File: src/rtl/split_frame_length.sv
// Splits a length-prefixed stream into header beats and frame beats, checks the frame length.
// Zero-latency combinational routing; s_axis_tready follows the ready of whichever output is active.
module split_frame_length #(
    parameter int DATA_WIDTH   = 8,
    parameter int LENGTH_BEATS = 2
) (
    input  logic                                 clk,
    input  logic                                 rstn,
    input  logic [DATA_WIDTH-1:0]                s_axis_tdata,
    input  logic                                 s_axis_tvalid,
    output logic                                 s_axis_tready,
    input  logic                                 s_axis_tlast,
    output logic [DATA_WIDTH-1:0]                m_axis_frame_length_tdata,
    output logic                                 m_axis_frame_length_tvalid,
    input  logic                                 m_axis_frame_length_tready,
    output logic                                 m_axis_frame_length_tlast,
    output logic [DATA_WIDTH-1:0]                m_axis_tdata,
    output logic                                 m_axis_tvalid,
    input  logic                                 m_axis_tready,
    output logic                                 m_axis_tlast,
    output logic [LENGTH_BEATS*DATA_WIDTH-1:0]   frame_length,
    output logic                                 frame_length_valid,
    output logic                                 err_short,
    output logic                                 err_long,
    output logic                                 err_header,
    output logic [15:0]                          frame_count,
    output logic [15:0]                          err_count
);
    localparam int LW = LENGTH_BEATS * DATA_WIDTH;
    localparam int HW = (LENGTH_BEATS > 1) ? $clog2(LENGTH_BEATS) : 1;
    localparam logic [HW-1:0] HLAST = HW'(LENGTH_BEATS - 1);

    typedef enum logic {HDR, DATA} state_t;

    state_t          state;
    logic [HW-1:0]   hidx;
    logic [LW-1:0]   len_sr;
    logic [LW-1:0]   len_next;
    logic [LW-1:0]   beat_cnt;
    logic [LW-1:0]   beat_next;
    logic            in_hdr;
    logic            hdr_hs;
    logic            dat_hs;

    always_comb begin
        in_hdr                     = (state == HDR);
        m_axis_frame_length_tdata  = s_axis_tdata;
        m_axis_tdata               = s_axis_tdata;
        m_axis_frame_length_tvalid = in_hdr & s_axis_tvalid;
        // A header beat carrying input tlast is also closed off on the length stream.
        m_axis_frame_length_tlast  = in_hdr & ((hidx == HLAST) | s_axis_tlast);
        m_axis_tvalid              = ~in_hdr & s_axis_tvalid;
        m_axis_tlast               = ~in_hdr & s_axis_tlast;
        s_axis_tready              = in_hdr ? m_axis_frame_length_tready : m_axis_tready;
        hdr_hs                     = in_hdr & s_axis_tvalid & m_axis_frame_length_tready;
        dat_hs                     = ~in_hdr & s_axis_tvalid & m_axis_tready;
        // First header beat ends up in the MSBs after LENGTH_BEATS shifts.
        len_next                   = (len_sr << DATA_WIDTH) | LW'(s_axis_tdata);
        beat_next                  = (&beat_cnt) ? beat_cnt : beat_cnt + 1'b1;
    end

    always_ff @(posedge clk) begin
        if (!rstn) begin
            state              <= HDR;
            hidx               <= '0;
            len_sr             <= '0;
            beat_cnt           <= '0;
            frame_length       <= '0;
            frame_length_valid <= 1'b0;
            err_short          <= 1'b0;
            err_long           <= 1'b0;
            err_header         <= 1'b0;
            frame_count        <= '0;
            err_count          <= '0;
        end else begin
            frame_length_valid <= 1'b0;
            err_short          <= 1'b0;
            err_long           <= 1'b0;
            err_header         <= 1'b0;

            if ((err_short | err_long | err_header) && err_count != 16'hFFFF)
                err_count <= err_count + 16'd1;

            if (hdr_hs) begin
                len_sr <= len_next;
                if (s_axis_tlast) begin
                    err_header <= 1'b1;
                    hidx       <= '0;
                end else if (hidx == HLAST) begin
                    frame_length       <= len_next;
                    frame_length_valid <= 1'b1;
                    state              <= DATA;
                    hidx               <= '0;
                    beat_cnt           <= '0;
                end else begin
                    hidx <= hidx + HW'(1);
                end
            end

            if (dat_hs) begin
                beat_cnt <= beat_next;
                if (s_axis_tlast) begin
                    if (beat_next < frame_length)
                        err_short <= 1'b1;
                    else if (beat_next > frame_length)
                        err_long <= 1'b1;
                    if (frame_count != 16'hFFFF)
                        frame_count <= frame_count + 16'd1;
                    state <= HDR;
                end
            end
        end
    end
endmodule

File: config.mk
export PLATFORM = sky130hd
export DESIGN_NAME = split_frame_length
export DESIGN_NICKNAME = d
export VERILOG_FILES = /design/src/rtl/split_frame_length.sv
export SDC_FILE = /design/constraint.sdc
export NUM_CORES = 1
export LEC_CHECK = 0
export CORE_AREA = 3 3 101 103
export DETAILED_ROUTE_END_ITERATION = 12
export DIE_AREA = 0 0 104 106
export GPL_ROUTABILITY_DRIVEN = 1
export PLACE_DENSITY_LB_ADDON = 0.1
export SLEW_MARGIN = 40
export SYNTH_ARGS = -nofsm -noshare
export SYNTH_HDL_FRONTEND = slang
export SYNTH_SLANG_ARGS = --single-unit
File: constraint.sdc
create_clock -name clk -period 2.7 [get_ports clk]
set_input_delay 0.81 -clock clk [delete_from_list [all_inputs] [get_ports clk]]
set_output_delay 0.81 -clock clk [all_outputs]
set_load 0.005 [all_outputs]
Yosys cells after proc, flatten, opt, wreduce, memory -nomap -nowiden
Cells that the tools add are included.
{"block": "totals", "romBits": 0, "ff_bits": 78, "out_inout_bits": 73, "word_cells": 63, "mem_count": 0, "mem_bits_rw": 0, "latchBits": 0, "in_bits": 14}
{"block": "op_classes", "n_addsub": 4, "eq_ne": 3, "bitwise_logic": 15, "order_cmp": 2, "n_shift": 0, "muxes": 17, "div_mod_pow": 0, "n_mul": 0, "reduce_logical": 11}
{"op": "$mux 16", "n": 5}
{"op": "$add 16x1->16 const B", "n": 3}
{"op": "$ne 16x16->1 const B", "n": 2}
{"op": "$gt 16x16->1", "n": 1}
{"op": "$lt 16x16->1", "n": 1}
{"op": "$or 16x8->16", "n": 1}
{"op": "$reduce_and 16->1", "n": 1}
{"op": "$mux 1", "n": 12}
{"op": "$reduce_and 3->1", "n": 4}
{"op": "$and 1x1->1", "n": 6}
{"op": "$not 1->1", "n": 5}
{"op": "$reduce_bool 2->1", "n": 2}
{"op": "$reduce_or 4->1", "n": 1}
{"op": "$or 1x1->1", "n": 3}
{"op": "$reduce_or 3->1", "n": 1}
{"op": "$ne 2x1->1 const B", "n": 1}
{"op": "$reduce_and 2->1", "n": 1}
{"op": "$add 1x1->1 const B", "n": 1}
{"op": "$logic_and 1x1->1", "n": 1}

Longest topological paths before layout
{"block": "depth", "word_depth": 6, "ltp_mapped": 12, "ltp_nobuf": 10}

Worst setup path before layout
Ideal clock, no wire load.
{"block": "synth_timing", "path_type": "flip-flop to flip-flop", "startpoint": "register beat_cnt[0]", "endpoint": "register err_long", "setup_ps": 120, "required_ps": 2580, "period_less_slack_ps": 2723, "stages_incl_launch_ff": 13, "n_path_buf": 2, "path_slack_ps": -23, "arrival_ps": 2604, "path_cell_list": "dfxtp_1 ha_1 and3_1 buf_1 and4_1 clkbuf_2 nand2_1 mux2_2 ha_1 nor2b_1 o211ai_1 a21boi_0 o31a_1"}
{"block": "synth_between", "elab_chain_len": 4, "word_cells_on_any_way": 7, "cone_classes": "1 x add/sub; 2 x order compare; 2 x mux; 2 x reduce/logical"}
{"element": "start: declaration", "line_no": "39", "rtl": "logic [LW-1:0] beat_cnt;"}
{"element": "start signal: assignment", "line_no": "101", "rtl": "beat_cnt <= beat_next;"}
{"element": "$add 16x1->16 / $reduce_and 16->1 (equally long branches)", "line_no": "59", "rtl": "beat_next = (&beat_cnt) ? beat_cnt : beat_cnt + 1'b1;"}
{"element": "$mux 16 (*)", "line_no": "59"}
{"element": "$lt 16x16->1 / $gt 16x16->1 (equally long branches)", "line_no": "103, 105"}
{"element": "$reduce_or 4->1 (no source line) / $mux 1 (equally long branches)"}
{"element": "end signal: assignment", "line_no": "71", "rtl": "err_long <= 1'b0;"}
{"element": "end signal: assignment", "line_no": "78", "rtl": "err_long <= 1'b0;"}
{"element": "end signal: assignment", "line_no": "106", "rtl": "err_long <= 1'b1;"}
{"element": "end: declaration", "line_no": "24", "rtl": "output logic err_long,"}
Every way passes the cells marked *; elsewhere a longest branch is shown, timed or not.
A chain may end at the register's enable or synchronous reset.

Worst setup path after layout
{"block": "layout_timing", "startpoint": "input s_axis_tdata[4]", "endpoint": "output m_axis_frame_length_tdata[4]"}
{"element": "start: declaration", "line_no": "9", "rtl": "input logic [DATA_WIDTH-1:0] s_axis_tdata,"}
{"element": "end: declaration", "line_no": "13", "rtl": "output logic [DATA_WIDTH-1:0] m_axis_frame_length_tdata,"}
No word-level cell between the ends.

==> run metrics <==
gpl congestion 0.919; Synth Flop Type dfxtp_1; Yosys warning count 0; Chip Width 104 um; r2r setup slk around 0.06 ns; gr usage total 0.222; Worst path top cell family by delay buffers and inverters; Clock Sinks 78; Clock Skew between 0.015 and 0.02 ns; Root Driver clkbuf_8; Final HPWL DP around 9.2 mm; Overflow after GRT 0; Mapped Nets approximately 600; DIE AREA roughly 11000 um2; average size of a mapped cell 8.00 um2; reg-to-reg endpoint err_long; DRT iter0 DRCs between 150 and 200; drt pass-1 iters 5; slowest CP cell clkdlybuf4s50_1; distinct cell type count after synthesis 60; Most common cell on crit path clkdlybuf4s50_1; CP Max Fanout 3; Post-DP Area between 5000 and 6000 um2; P_leak approximately 0.0022 uW; wire per inst 15.6 um; Clock transition at path regs roughly 0.070 ns; Final #Nets around 700; Yosys reg bits between 70 and 80; Final period util 0.981; drt via density approximately 5.7; standard-cell rows 35; Worst Setup Start Kind input port; setup violators final 0; Pins Over Slew Limit 0; Worst Reg2Reg Path Length in Cells 11; WP buf/inv 2; Least-Margin Pin Slew between 0.5 and 0.6 ns; area grow syn2layout 35.5%; Initial Util 0.476; residual DRC count 0; outcome complete, no violations; asr flop ratio synth 0; M2 GR Usage 0.368; Top Ports 87; via count between 4000 and 5000; vias in the first global route roughly 4300; routing usage on met1 0.284; core area 9280 um2; initial antenna violation count 0; ANT cells 0; worst hold path class flip-flop to flip-flop; CTS buffer count 9; max_slew headroom 0.610; Pwr per Cell Area ~380 nW/um2; Final TNS setup 0 ns; hold buffer count at CTS 0; Clk Latency, worst-skew pair approximately 0.36 ns; synthesized area roughly 4400 um2; global route hottest layer met2; FF-to-FF Start beat_cnt[0]; Hold Startpoint len_sr[3]; max incr delay on CP around 0.52 ns; worst hold stages 2; max_cap viols 0; number of routed nets with antenna violations 0; CP endpoint kind output pin; sequential fraction of the synthesis area 0.354; peak supply drop about 0.00021 V; Hold Vio Cnt, Final 0; Critical Path Stages 2; CTS tree built; Hold Crit Endpoint frame_length[11]; htree depth 3; port bufs 86; worst path arrival time between 1.5 and 2 ns; Post-Route WL 12.5 mm; highest clock rate ~0.38 GHz; crit path kind input port to output pin; CP cell instances clkdlybuf4s50_1 > clkdlybuf4s50_1; crit path time final 2.65 ns; met3 Usage GRT 0.0376; share of cells above drive strength 1 0.173; clock buffer depth 2; die height roughly 110 um; pin count of the biggest net entering global routing 26; CP Data Required Time 1.89 ns; Post-synth EDFFs 0; global-route wire length before repair roughly 20 mm; Design Area, Final approximately 6000 um2; Cells after Synth 552
cell usage in the layout, fill, tap and decap left out, drive strengths merged, types with 11 or more instances in the layout:
cell / n
nor3: 12
nand2: 83
or4: 13
clkbuf: 11
and3: 12
o31ai: 13
clkdlybuf4s50: 80
dfxtp: 78
nand3: 23
inv: 25
buf: 70
nand4: 16
ha: 19
nor2: 19
a21oi: 62
flip-flops by register name, indices dropped and copies added, names as in the netlist:
name and cells:
frame_count 16, err_count 16, len_sr 8, err_header 1, state 1, frame_length 16, err_short 1, beat_cnt 16
frame_length_valid 1, err_long 1, hidx 1
logic make-up (layout without fill, tap and decap cells):
| group | Yosys count | count (layout) | share of synthesized area |
|---|---|---|---|
| simple gates | 227 | 227 | 0.273 |
| compound gates | 130 | 130 | 0.189 |
| flops | 78 | 78 | 0.354 |
| buf+inv | 75 | 195 | 0.0802 |
| fa+ha+maj | 19 | 19 | 0.0538 |
| mux | 12 | 12 | 0.0281 |
| xor+xnor | 11 | 11 | 0.0218 |
synthesized netlist by cell type (4+ instances only):
cell | count | area (um2)
buf_1 | 4 | 15.0
o31ai_1 | 13 | 97.6
nor2_1 | 19 | 71.3
nand2b_1 | 9 | 56.3
nand2_1 | 83 | 312
nand3_1 | 23 | 115
xnor2_1 | 8 | 70.1
a21oi_1 | 62 | 310
nand4_1 | 15 | 93.8
ha_1 | 19 | 238
or4_1 | 13 | 97.6
o21ai_0 | 10 | 50.1
and2_1 | 5 | 31.3
buf_2 | 7 | 35.0
buf_4 | 16 | 120
nor3_1 | 10 | 50.1
o211ai_1 | 4 | 30.0
or3_1 | 6 | 37.5
and4_1 | 10 | 87.6
dfxtp_1 | 78 | 1560
nor4_1 | 6 | 37.5
inv_1 | 24 | 90.1
clkbuf_1 | 21 | 78.8
and3_1 | 12 | 75.1
mux2i_1 | 9 | 90.1
stage by stage:
step	power (uW)	std cells	util	setup slack (ns)	hold slack [ns]
after floorplan	1260	552	-	0.00106	0.432
after global placement	1340	781	0.612	-0.161	0.436
after detailed placement	1340	781	0.612	-0.225	0.445
after CTS	2280	796	0.635	0.00500	0.448
after global routing	2350	801	0.644	-0.0333	0.468
final	2250	801	0.644	0.0505	0.452
final cells by class:
type                    instances  area, um2
clock buffers                  11        151
clock inverters                 4       55.1
fillers                       839       3300
inverters                      24       90.1
multi-input cells             399       2570
flip-flops and latches         78       1560
well taps                     129        161
repair buffers                156       1400
per-layer routing:
metal | up-vias | share of wire
met3 | 20 | 0.039
met4 | 0 | 0.019
met5 | - | 0
li1 | 2224 | -
met2 | 119 | 0.50
met1 | 2205 | 0.44
worst max-delay path by stage:
stage                                    to  slack, ns       startpoint
3_3_place_gp      m_axis_frame_length_tlast      -0.16     s_axis_tlast
3_5_place_dp                frame_count[13]      -0.22     s_axis_tlast
4_1_cts                     m_axis_tdata[0]      0.005  s_axis_tdata[0]
5_1_grt                            err_long      -0.03      beat_cnt[0]
2_1_floorplan                      err_long      0.001      beat_cnt[0]
6_report       m_axis_frame_length_tdata[4]       0.05  s_axis_tdata[4]
where the power goes:
part | internal, uW | switching [uW]
Clock | 478 | 460
Combinational | 78.8 | 73.1
Sequential | 1160 | 6.09
Total | 1710 | 539
worst reg2reg max path, stage by stage (launching register included):
cell and delay, ns:
dfxtp_2 0.35, ha_2 0.18, and3_4 0.19, buf_4 0.13, nand4_1 0.19, buf_4 0.21, a21oi_2 0.12, ha_1 0.27
a21oi_1 0.15, o21ai_0 0.10, a221o_1 0.36, o31a_1 0.28
repair_timing:
action | in CTS | in global routing
resized for setup | 9 | 16
pin swaps | 0 | 14
setup endpoints to repair | 9 | 4
endpoints found under the hold margin | 0 | 0
setup buffers | 0 | 5
Power figures use the tool's default switching activity.
